==> src/rtl/qdec_pkg.sv <==
// rtl/qdec_pkg.sv - register map, FSM state types and STATUS bit layout for the quadrature decoder
package qdec_pkg;

  localparam logic [7:0] ADDR_POSITION   = 8'h00;
  localparam logic [7:0] ADDR_ERR_COUNT  = 8'h08;
  localparam logic [7:0] ADDR_FILTER_LEN = 8'h10;
  localparam logic [7:0] ADDR_STATUS     = 8'h18;

  localparam int STAT_STICKY = 0;
  localparam int STAT_DIR    = 1;
  localparam int STAT_A      = 2;
  localparam int STAT_B      = 3;

  typedef enum logic {R_IDLE, R_VALID} rd_state_t;
  typedef enum logic [1:0] {W_IDLE, W_DATA, W_RESP} wr_state_t;

endpackage

==> src/rtl/qdec_glitch_filter.sv <==
// rtl/qdec_glitch_filter.sv - per-channel synchroniser plus stability-count glitch filter
module qdec_glitch_filter #(
  parameter int SYNC_STAGES = 2
) (
  input  logic        clk,
  input  logic        reset_n,
  input  logic        din,
  input  logic [15:0] filt_len,
  input  logic        filt_restart,
  output logic        dout
);

  logic [SYNC_STAGES-1:0] sync_q;
  logic [15:0]            cnt_q;
  logic                   filt_q;
  logic                   synced;

  always_ff @(posedge clk) begin
    sync_q <= {sync_q[SYNC_STAGES-2:0], din};
  end

  assign synced = sync_q[SYNC_STAGES-1];

  // Count cycles the synced level differs from the accepted one; accept on the filt_len-th.
  always_ff @(posedge clk) begin
    if (!reset_n) begin
      filt_q <= synced;
      cnt_q  <= '0;
    end else if (filt_restart) begin
      cnt_q  <= '0;
    end else if (filt_len == 16'd0 || synced == filt_q) begin
      filt_q <= synced;
      cnt_q  <= '0;
    end else if (cnt_q == filt_len - 16'd1) begin
      filt_q <= synced;
      cnt_q  <= '0;
    end else begin
      cnt_q  <= cnt_q + 16'd1;
    end
  end

  assign dout = (filt_len == 16'd0) ? synced : filt_q;

endmodule

==> src/rtl/quadrature_decoder.sv <==
// rtl/quadrature_decoder.sv - x4 quadrature decoder with position/error counters and AXI-Lite register port
module quadrature_decoder
  import qdec_pkg::*;
#(
  parameter int SYNC_STAGES  = 2,
  parameter int FILT_RST_VAL = 4,
  parameter int ERR_CNT_W    = 32
) (
  input  logic        clk,
  input  logic        reset_n,
  input  logic        encoder_a,
  input  logic        encoder_b,
  output logic [63:0] position,
  output logic        direction,
  output logic        step,
  output logic        error,
  input  logic        cp_awvalid,
  output logic        cp_awready,
  input  logic [7:0]  cp_awaddr,
  input  logic        cp_wvalid,
  output logic        cp_wready,
  input  logic [63:0] cp_wdata,
  output logic        cp_bvalid,
  input  logic        cp_bready,
  output logic [1:0]  cp_bresp,
  input  logic        cp_arvalid,
  output logic        cp_arready,
  input  logic [7:0]  cp_araddr,
  output logic        cp_rvalid,
  input  logic        cp_rready,
  output logic [63:0] cp_rdata,
  output logic [1:0]  cp_rresp
);

  logic                 a_f, b_f, prev_a, prev_b, armed_q;
  logic [63:0]          pos_q, rd_mux, rdata_q;
  logic                 dir_q, step_q, err_q, sticky_q;
  logic [ERR_CNT_W-1:0] err_cnt_q;
  logic [15:0]          filt_len_q;
  logic [7:0]           awaddr_q;
  rd_state_t            rd_state, rd_next;
  wr_state_t            wr_state, wr_next;
  logic                 wr_en, wr_pos, wr_err, wr_flt, wr_stat;
  logic                 a_chg, b_chg, fwd, rev, illegal;
  logic                 unused_wdata;

  assign unused_wdata = ^cp_wdata[63:16];

  assign wr_en   = (wr_state == W_DATA) && cp_wvalid;
  assign wr_pos  = wr_en && (awaddr_q == ADDR_POSITION);
  assign wr_err  = wr_en && (awaddr_q == ADDR_ERR_COUNT);
  assign wr_flt  = wr_en && (awaddr_q == ADDR_FILTER_LEN);
  assign wr_stat = wr_en && (awaddr_q == ADDR_STATUS);

  qdec_glitch_filter #(.SYNC_STAGES(SYNC_STAGES)) u_filt_a (
    .clk(clk), .reset_n(reset_n), .din(encoder_a),
    .filt_len(filt_len_q), .filt_restart(wr_flt), .dout(a_f)
  );

  qdec_glitch_filter #(.SYNC_STAGES(SYNC_STAGES)) u_filt_b (
    .clk(clk), .reset_n(reset_n), .din(encoder_b),
    .filt_len(filt_len_q), .filt_restart(wr_flt), .dout(b_f)
  );

  // Forward moves: A takes the inverse of old B, or B takes the value of old A.
  assign a_chg   = a_f ^ prev_a;
  assign b_chg   = b_f ^ prev_b;
  assign fwd     = armed_q && ((a_chg && !b_chg && (a_f != prev_b)) ||
                               (b_chg && !a_chg && (b_f == prev_a)));
  assign rev     = armed_q && (a_chg ^ b_chg) && !fwd;
  assign illegal = armed_q && a_chg && b_chg;

  always_ff @(posedge clk) begin
    if (!reset_n) begin
      prev_a     <= a_f;
      prev_b     <= b_f;
      armed_q    <= 1'b0;
      pos_q      <= '0;
      dir_q      <= 1'b0;
      step_q     <= 1'b0;
      err_q      <= 1'b0;
      err_cnt_q  <= '0;
      sticky_q   <= 1'b0;
      filt_len_q <= 16'(FILT_RST_VAL);
    end else begin
      prev_a  <= a_f;
      prev_b  <= b_f;
      armed_q <= 1'b1;
      step_q  <= fwd || rev;
      err_q   <= illegal;
      if (fwd || rev) dir_q <= rev;
      if (wr_pos)      pos_q <= '0;
      else if (fwd)    pos_q <= pos_q + 64'd1;
      else if (rev)    pos_q <= pos_q - 64'd1;
      if (wr_err)                      err_cnt_q <= '0;
      else if (illegal && !(&err_cnt_q)) err_cnt_q <= err_cnt_q + 1'b1;
      if (wr_stat && cp_wdata[STAT_STICKY]) sticky_q <= 1'b0;
      else if (illegal)                     sticky_q <= 1'b1;
      if (wr_flt) filt_len_q <= cp_wdata[15:0];
    end
  end

  always_comb begin
    rd_mux = '0;
    case (cp_araddr)
      ADDR_POSITION:   rd_mux = pos_q;
      ADDR_ERR_COUNT:  rd_mux = 64'(err_cnt_q);
      ADDR_FILTER_LEN: rd_mux = 64'(filt_len_q);
      ADDR_STATUS: begin
        rd_mux[STAT_STICKY] = sticky_q;
        rd_mux[STAT_DIR]    = dir_q;
        rd_mux[STAT_A]      = a_f;
        rd_mux[STAT_B]      = b_f;
      end
      default: rd_mux = '0;
    endcase
  end

  always_ff @(posedge clk) begin
    if (!reset_n) begin
      rd_state <= R_IDLE;
      wr_state <= W_IDLE;
      rdata_q  <= '0;
      awaddr_q <= '0;
    end else begin
      rd_state <= rd_next;
      wr_state <= wr_next;
      if (rd_state == R_IDLE && cp_arvalid) rdata_q  <= rd_mux;
      if (wr_state == W_IDLE && cp_awvalid) awaddr_q <= cp_awaddr;
    end
  end

  always_comb begin
    rd_next = rd_state;
    case (rd_state)
      R_IDLE:  if (cp_arvalid) rd_next = R_VALID;
      R_VALID: if (cp_rready)  rd_next = R_IDLE;
      default: rd_next = R_IDLE;
    endcase
  end

  always_comb begin
    wr_next = wr_state;
    case (wr_state)
      W_IDLE:  if (cp_awvalid) wr_next = W_DATA;
      W_DATA:  if (cp_wvalid)  wr_next = W_RESP;
      W_RESP:  if (cp_bready)  wr_next = W_IDLE;
      default: wr_next = W_IDLE;
    endcase
  end

  assign position   = pos_q;
  assign direction  = dir_q;
  assign step       = step_q;
  assign error      = err_q;
  assign cp_awready = 1'b1;
  assign cp_arready = 1'b1;
  assign cp_wready  = (wr_state == W_DATA);
  assign cp_bvalid  = (wr_state == W_RESP);
  assign cp_rvalid  = (rd_state == R_VALID);
  assign cp_rdata   = rdata_q;
  assign cp_bresp   = 2'b00;
  assign cp_rresp   = 2'b00;

endmodule

==> config.mk <==
export PLATFORM = sky130hd
export DESIGN_NAME = quadrature_decoder
export DESIGN_NICKNAME = d
export VERILOG_FILES = /design/src/rtl/qdec_pkg.sv /design/src/rtl/qdec_glitch_filter.sv /design/src/rtl/quadrature_decoder.sv
export SDC_FILE = /design/constraint.sdc
export NUM_CORES = 1
export LEC_CHECK = 0
export ABC_AREA = 1
export ABC_CLOCK_PERIOD_IN_PS = 5430
export CELL_PAD_IN_SITES_DETAIL_PLACEMENT = 1
export CELL_PAD_IN_SITES_GLOBAL_PLACEMENT = 1
export CORE_ASPECT_RATIO = 1.75
export CORE_MARGIN = 2
export CORE_UTILIZATION = 39
export CTS_CLUSTER_DIAMETER = 60
export DETAILED_ROUTE_END_ITERATION = 10
export GPL_TIMING_DRIVEN = 0
export PLACE_DENSITY_LB_ADDON = 0.1
export SYNTH_ARGS = -nofsm -noshare
export SYNTH_HDL_FRONTEND = slang
export SYNTH_HIERARCHICAL = 1
export SYNTH_SLANG_ARGS = --single-unit
==> constraint.sdc <==
create_clock -name clk -period 5.43 [get_ports clk]
set_input_delay 1.629 -clock clk [delete_from_list [all_inputs] [get_ports clk]]
set_output_delay 1.629 -clock clk [all_outputs]
set_load 0.1 [all_outputs]
==> results_dict.tcl, run 1 <==
set metrics [dict create \
    diodes 0 \
    io_pins 229 \
    ant_nets 0 \
    ir_worst_vdd_mv 0.458 \
    core_area_sq_um 41600 \
    synth_top_family_by_area "simple AND/OR/NAND/NOR gates" \
    dpl.hpwl_mm 60.2 \
    cp.arrival_ps 5640 \
    synth_fa_ha_area_share_pct 5.46 \
    endpoint_kind "flip-flop" \
    grt_max_degree 33 \
    fin_skew_ps 11.6 \
    slew-limit-headroom_pct 26.8 \
    max_freq_mhz 193 \
    synthTopCellsByCount "nand2_1, inv_1, nor2_1, dfxtp_1, a21oi_1" \
    post-route-period-util_pct 95.5 \
    ys_seq_area_share_pct 28.4 \
    final_area_sq_um 20400 \
    cp_slowest_cell "dfxtp_2" \
    grt_pass1_wl_mm 111 \
    clk_pin_slew_ps 60 \
    die_h_um 275 \
    tightest_slew_ps 1090 \
    cellPowerDensity_nw_per_um2 575 \
    viasPerCell 5.29 \
    die_area_sq_um 43800 \
    synth-compound-area-share_pct 15.3 \
    yosysTopAreaCell "dfxtp_1" \
    drt_pass1_iterations 5 \
    min_path_type "reg2reg" \
    synth_seq_cells 232 \
    first_global_vias 19400 \
    finalSetupViolCount 0 \
    routed_wl_mm 74.4 \
    place_area_sq_um 18900 \
    yosys.area_share.simple_pct 33.2 \
    status "finished clean" \
    critPathMostFrequentCell "nand2_1" \
    postLayoutCoreUtil_pct 49.0 \
    nNetsFinal 3052 \
    drtIter0Drc 710 \
    grt_overflow_total 0 \
    cp.required_ps 5890 \
    synth_most_common_cell "nand2_1" \
    synth_edf_count 2 \
    ctsHoldBuffers 0 \
    p_total_w 0.0117 \
    synthesis.area_sq_um 16400 \
    synth_flop_cell "dfxtp_1" \
    htree_levels 1 \
    core.rowCount 99 \
    cts_root_buf "clkbuf_16" \
    path_class "reg2reg" \
    start_kind "flip-flop" \
    cts_sinks 232 \
    hold_violations 0 \
    start_util_pct 39.4 \
    slew_viol_final 0 \
    synth.area.top_cells "dfxtp_1, nand2_1, inv_1" \
    fin_crit_ps 5180 \
    die_w_um 159 \
    synth-xor-area-share_pct 5.51 \
    synth_cell_type_count 53 \
    globalplace.congestion 1.06 \
    critPathMaxStageDelay_ps 410 \
    synth_mux_area_share_pct 0.137 \
    synthArstFlopShare_pct 0 \
    rsz0062_at_grt "true" \
    numCtsBuffers 26 \
    final_layout_size_suffix_gt1_share_pct 7.21 \
    tritoncts "built" \
    antenna_found_initial 0 \
    clock_latency_ps 560 \
    area_delta_synth_final_pct 24.4 \
    vias 18300 \
    portBuffers 174 \
    grtUsageTotal_pct 33.0 \
    yosysWarnings 6 \
    leakage_nw 9.38 \
    avgRoutedWirePerCell_um 21.5 \
    drc_errors 0 \
    crit_fanout 16 \
    cap_violations 0 \
    avgSynthCellArea_sq_um 6.16 \
    clockBufferDepth 3 \
    yosys.area.top_type_share_pct 28.1 \
    postSynthCellCount 2664 \
]
[kinds of logic (layout without fill, tap and decap cells)]
kind of cell,Yosys count,in the layout
buf+inv,493,733
xor+xnor,100,100
simple gates,1302,1306
flops,232,232
mux,2,2
fa+ha+maj,71,71
compound gates,462,462
other cells,2,6
[path summary, 6_finish.rpt]
kind,startpoint,end,slack (ps),depth (start not counted)
max reg2reg,filt_len_q[0],position[60],250,29
min reg2reg,u_filt_a/sync_q[0],u_filt_a/sync_q[1],340,0
max,filt_len_q[0],position[60],250,29
min,u_filt_a/sync_q[0],u_filt_a/sync_q[1],340,0
[sequential cells by signal, indices dropped and copies added, names as in the netlist, 8 cells and up]
name,count
u_filt_b/cnt_q,16
cp_rdata,64
awaddr_q,8
position,64
u_filt_a/cnt_q,16
err_cnt_q,32
filt_len_q,16
[worst max-delay path: cells and delay by family (launching register included)]
family          cells  cell delay, ps
simple gates       18            2380
buf+inv             5             620
compound gates      1             260
mux                 1             400
xor+xnor            1             220
flops               1             410
fa+ha+maj           3             790
[power breakdown]
| part | switching (W) | internal, W | leakage [nW] |
|---|---|---|---|
| Clock | 0.000805 | 0.00112 | 0.447 |
| Sequential | 0.000377 | 0.00191 | 1.90 |
| Combinational | 0.00548 | 0.00205 | 7.04 |
[cell usage in the layout, fill, tap and decap left out, drive strengths merged]
cell type | synthesis | layout
nand4 | 25 | 25
o22ai | 1 | 1
clkinvlp | 0 | 2
nand3b | 8 | 8
o211ai | 7 | 7
o21ai | 191 | 191
a21oi | 197 | 197
nor2 | 291 | 291
fa | 1 | 1
a32o | 3 | 3
o221ai | 5 | 5
nor3 | 47 | 47
dfxtp | 230 | 230
and2 | 2 | 2
o2111ai | 1 | 1
and3 | 2 | 2
xnor2 | 22 | 22
xnor3 | 2 | 2
edfxtp | 2 | 2
o22a | 2 | 2
or3 | 1 | 1
inv | 423 | 426
nand3 | 114 | 114
o21bai | 47 | 47
nand2 | 787 | 791
bufinv | 0 | 3
a21boi | 4 | 4
clkdlybuf4s50 | 0 | 174
mux2 | 2 | 2
or2 | 5 | 5
conb | 2 | 6
ha | 70 | 70
xor2 | 76 | 76
clkinv | 0 | 5
nor3b | 12 | 12
a31oi | 4 | 4
clkbuf | 39 | 74
or4 | 1 | 1
buf | 31 | 49
nor4 | 7 | 7
[final cells by class]
class / count / area [sq um]
inverters: 423 / 1590
fillers: 5682 / 21200
multi-input cells: 1947 / 10300
clock inverters: 13 / 164
clock buffers: 35 / 746
repair buffers: 192 / 1910
well taps: 555 / 694
plain buffers: 70 / 367
flip-flops and latches: 232 / 4670
[metrics by stage]
stage / hold slack [ps] / setup slack, ps / cells / TNS [ps]
detailed placement: 318 / -1120 / 3398 / -30230
floorplan: 310 / 514 / 2668 / 0
global placement: 319 / -1480 / 3397 / -50500
global route: 342 / -95.2 / 3467 / -421
CTS: 334 / 40.0 / 3451 / 0
finish: 339 / 246 / 3467 / 0
[layer usage]
| metal | vias to the layer above | routed length, um | GRT usage (%) |
|---|---|---|---|
| li1 | 8884 | - | - |
| met1 | 8762 | 23900 | 28.5 |
| met2 | 435 | 40100 | 65.4 |
| met3 | 261 | 2450 | 4.24 |
| met4 | 0 | 7890 | 29.9 |
| met5 | - | 0 | 0 |
[timing repair]
item,CTS,global route
pin swaps,1,6
resized for setup,21,63
setup buffers,2,15
setup endpoints to repair,55,43
gates cloned,3,1
Note: power is estimated with default switching activity, not from simulation.
==> inputs of run 2 (changes only) <==
--- a/config.mk
+++ b/config.mk
@@ -6,12 +6,12 @@
 export NUM_CORES = 1
 export LEC_CHECK = 0
 export ABC_AREA = 1
-export ABC_CLOCK_PERIOD_IN_PS = 5430
+export ABC_CLOCK_PERIOD_IN_PS = 6000
 export CELL_PAD_IN_SITES_DETAIL_PLACEMENT = 1
 export CELL_PAD_IN_SITES_GLOBAL_PLACEMENT = 1
 export CORE_ASPECT_RATIO = 1.75
 export CORE_MARGIN = 2
-export CORE_UTILIZATION = 39
+export CORE_UTILIZATION = 42
 export CTS_CLUSTER_DIAMETER = 60
 export DETAILED_ROUTE_END_ITERATION = 10
 export GPL_TIMING_DRIVEN = 0
==> constraint.sdc (replaced) <==
create_clock -name clk -period 6 [get_ports clk]
set_input_delay 1.8 -clock clk [delete_from_list [all_inputs] [get_ports clk]]
set_output_delay 1.8 -clock clk [all_outputs]
set_load 0.1 [all_outputs]
==> run 2 against run 1 <==
Against the previous run:
- global-route usage up 2.3 points
- register-to-register slack improved by 80 ps
- first-iteration DRC count increased by 25%
- clock skew barely moved
- sequential share of layout area up 0.79 points
- sequential cell count did not move
- final cell count down 2.6%
- final area decreased by 3.4%
- fmax is 8.6% lower
- critical path depth is 4 lower
- combinational power is 14% lower
==> results_dict.tcl, run 2 (synthesis results as in run 1) <==
set metrics [dict create \
    status "finished clean" \
    min_path_cells 0 \
    grt_overflow_total 0 \
    cp.arrival_ps 6110 \
    grt_pass1_wl_mm 111 \
    seq_power_share_pct 20.1 \
    post-place-ws_ps -454 \
    first_global_vias 19600 \
    p_total_w 0.0102 \
    nNetsFinal 3033 \
    htree_levels 1 \
    r2r_start "filt_len_q[0]" \
    antenna_found_initial 0 \
    setup_ws_ps 331 \
    reg2reg_depth 25 \
    swShare_pct 57.2 \
    avgRoutedWirePerCell_um 21.8 \
    routed_wl_mm 73.5 \
    cts_sinks 232 \
    clock_power_share_pct 16.4 \
    tightest_slew_ps 1370 \
    mostFrequentLayoutCell "nand2_1" \
    path_class "reg2reg" \
    cp_slowest_cell "ha_1" \
    ctsHoldBuffers 0 \
    grtUsageTotal_pct 35.3 \
    area_delta_synth_final_pct 20.2 \
    post-route-period-util_pct 94.5 \
    cap_violations 0 \
    clk_pin_slew_ps 60 \
    min_path_type "reg2reg" \
    cts_root_buf "clkbuf_16" \
    viasPerCell 5.44 \
    globalplace.congestion 0.959 \
    final_layout_size_suffix_gt1_share_pct 4.50 \
    reg2reg_slack_ps 330 \
    critPathMaxStageDelay_ps 500 \
    postCtsSetupBuffers 0 \
    intPower_w 0.00437 \
    clockBufferDepth 3 \
    min_from "u_filt_a/sync_q[0]" \
    core.rowCount 95 \
    ant_nets 0 \
    fin_crit_ps 5670 \
    switching_power_w 0.00583 \
    hold_ws_ps 329 \
    slew-limit-headroom_pct 8.65 \
    start_kind "flip-flop" \
    numCtsBuffers 27 \
    grt_max_degree 33 \
    dpl.hpwl_mm 60.2 \
    whs_endpoint "u_filt_a/sync_q[1]" \
    vias 18400 \
    most-common-layout-cells "nand2_1, inv_1, nor2_1" \
    hold_violations 0 \
    leakage_nw 9.24 \
    diodes 0 \
    max_freq_mhz 176 \
    portBuffers 174 \
    fillers 5328 \
    die_w_um 153 \
    cp.required_ps 6440 \
    core_area_sq_um 38500 \
    drt_pass1_iterations 5 \
    combinationalPowerShare_pct 63.5 \
    drtIter0Drc 891 \
    clock_latency_ps 550 \
    die_h_um 265 \
    die_area_sq_um 40700 \
    tritoncts "built" \
    start_util_pct 42.6 \
    endpoint_kind "flip-flop" \
    io_pins 229 \
    ir_worst_vdd_mv 0.407 \
    slew_viol_final 0 \
    critPathMostFrequentCell "nand2_1" \
    finalSetupViolCount 0 \
    fin_skew_ps 11.2 \
    cellPowerDensity_nw_per_um2 517 \
    crit_fanout 16 \
    worstReg2RegEnd "position[52]" \
    drc_errors 0 \
]
[run 2: changes by cell type in the layout (fill, tap and decap cells not counted), moves of 9 or more]
cell / delta
nand2_1: +12
ha_4: -15
nand2_2: -11
ha_2: -14
a21oi_1: +9
buf_4: -15
ha_1: +29
[run 2: stage by stage]
step / cells / instance area (sq um) / setup TNS [ps] / utilization, %
6_report: 3376 / 19700 / 0 / 51.2
4_1_cts: 3376 / 19700 / 0 / 51.1
5_1_grt: 3376 / 19700 / -21.4 / 51.2
3_5_place_dp: 3327 / 18800 / -3660 / 48.7
3_3_place_gp: 3327 / 18800 / -14010 / 48.7
2_1_floorplan: 2668 / 16400 / 0 / -
[run 2: routing by layer]
layer	up-vias	track usage, %	wire (um)
met5	-	0	0
met4	0	29.0	7400
met3	263	3.39	2150
met2	437	69.7	39900
met1	8821	31.7	24000
li1	8842	-	-
[run 2: power by group through the flow]
stage          combinational [W]  clock [W]  sequential [W]
2_1_floorplan            0.00325          0         0.00310
3_3_place_gp             0.00627          0         0.00207
3_5_place_dp             0.00638          0         0.00208
4_1_cts                  0.00643    0.00169         0.00205
5_1_grt                  0.00701    0.00174         0.00206
6_report                 0.00648    0.00167         0.00205
[run 2: critical path, delay by kind of cell, from the launching register on]
family	cells	cell delay, ps
simple gates	16	3100
fa+ha+maj	3	890
buf+inv	4	490
flops	1	460
mux	1	440
xor+xnor	1	180
[run 2: layout make-up]
type	instances	area [sq um]	area share, %
plain buffers	70	367	1.86
clock buffers	39	792	4.02
clock inverters	8	85.1	0.431
inverters	423	1590	8.05
multi-input cells	1945	9880	50.1
flip-flops and latches	232	4660	23.7
well taps	485	607	3.08
repair buffers	174	1740	8.83
[run 2: worst max-delay path by stage]
stage / start / to / slack (ps)
2_1_floorplan: filt_len_q[0] / position[50] / 1080
3_3_place_gp: filt_len_q[0] / position[60] / -760
3_5_place_dp: filt_len_q[0] / position[60] / -450
4_1_cts: filt_len_q[0] / position[60] / 30
5_1_grt: filt_len_q[0] / position[50] / -20
6_report: filt_len_q[0] / position[52] / 330
[run 2: repair_timing]
item / in CTS / in global routing
resized for setup: 5 / 7
endpoints found under the setup margin: 21 / 23
pin swaps: 1 / 0
gates cloned: 2 / 0
hold endpoints to repair: 0 / 0
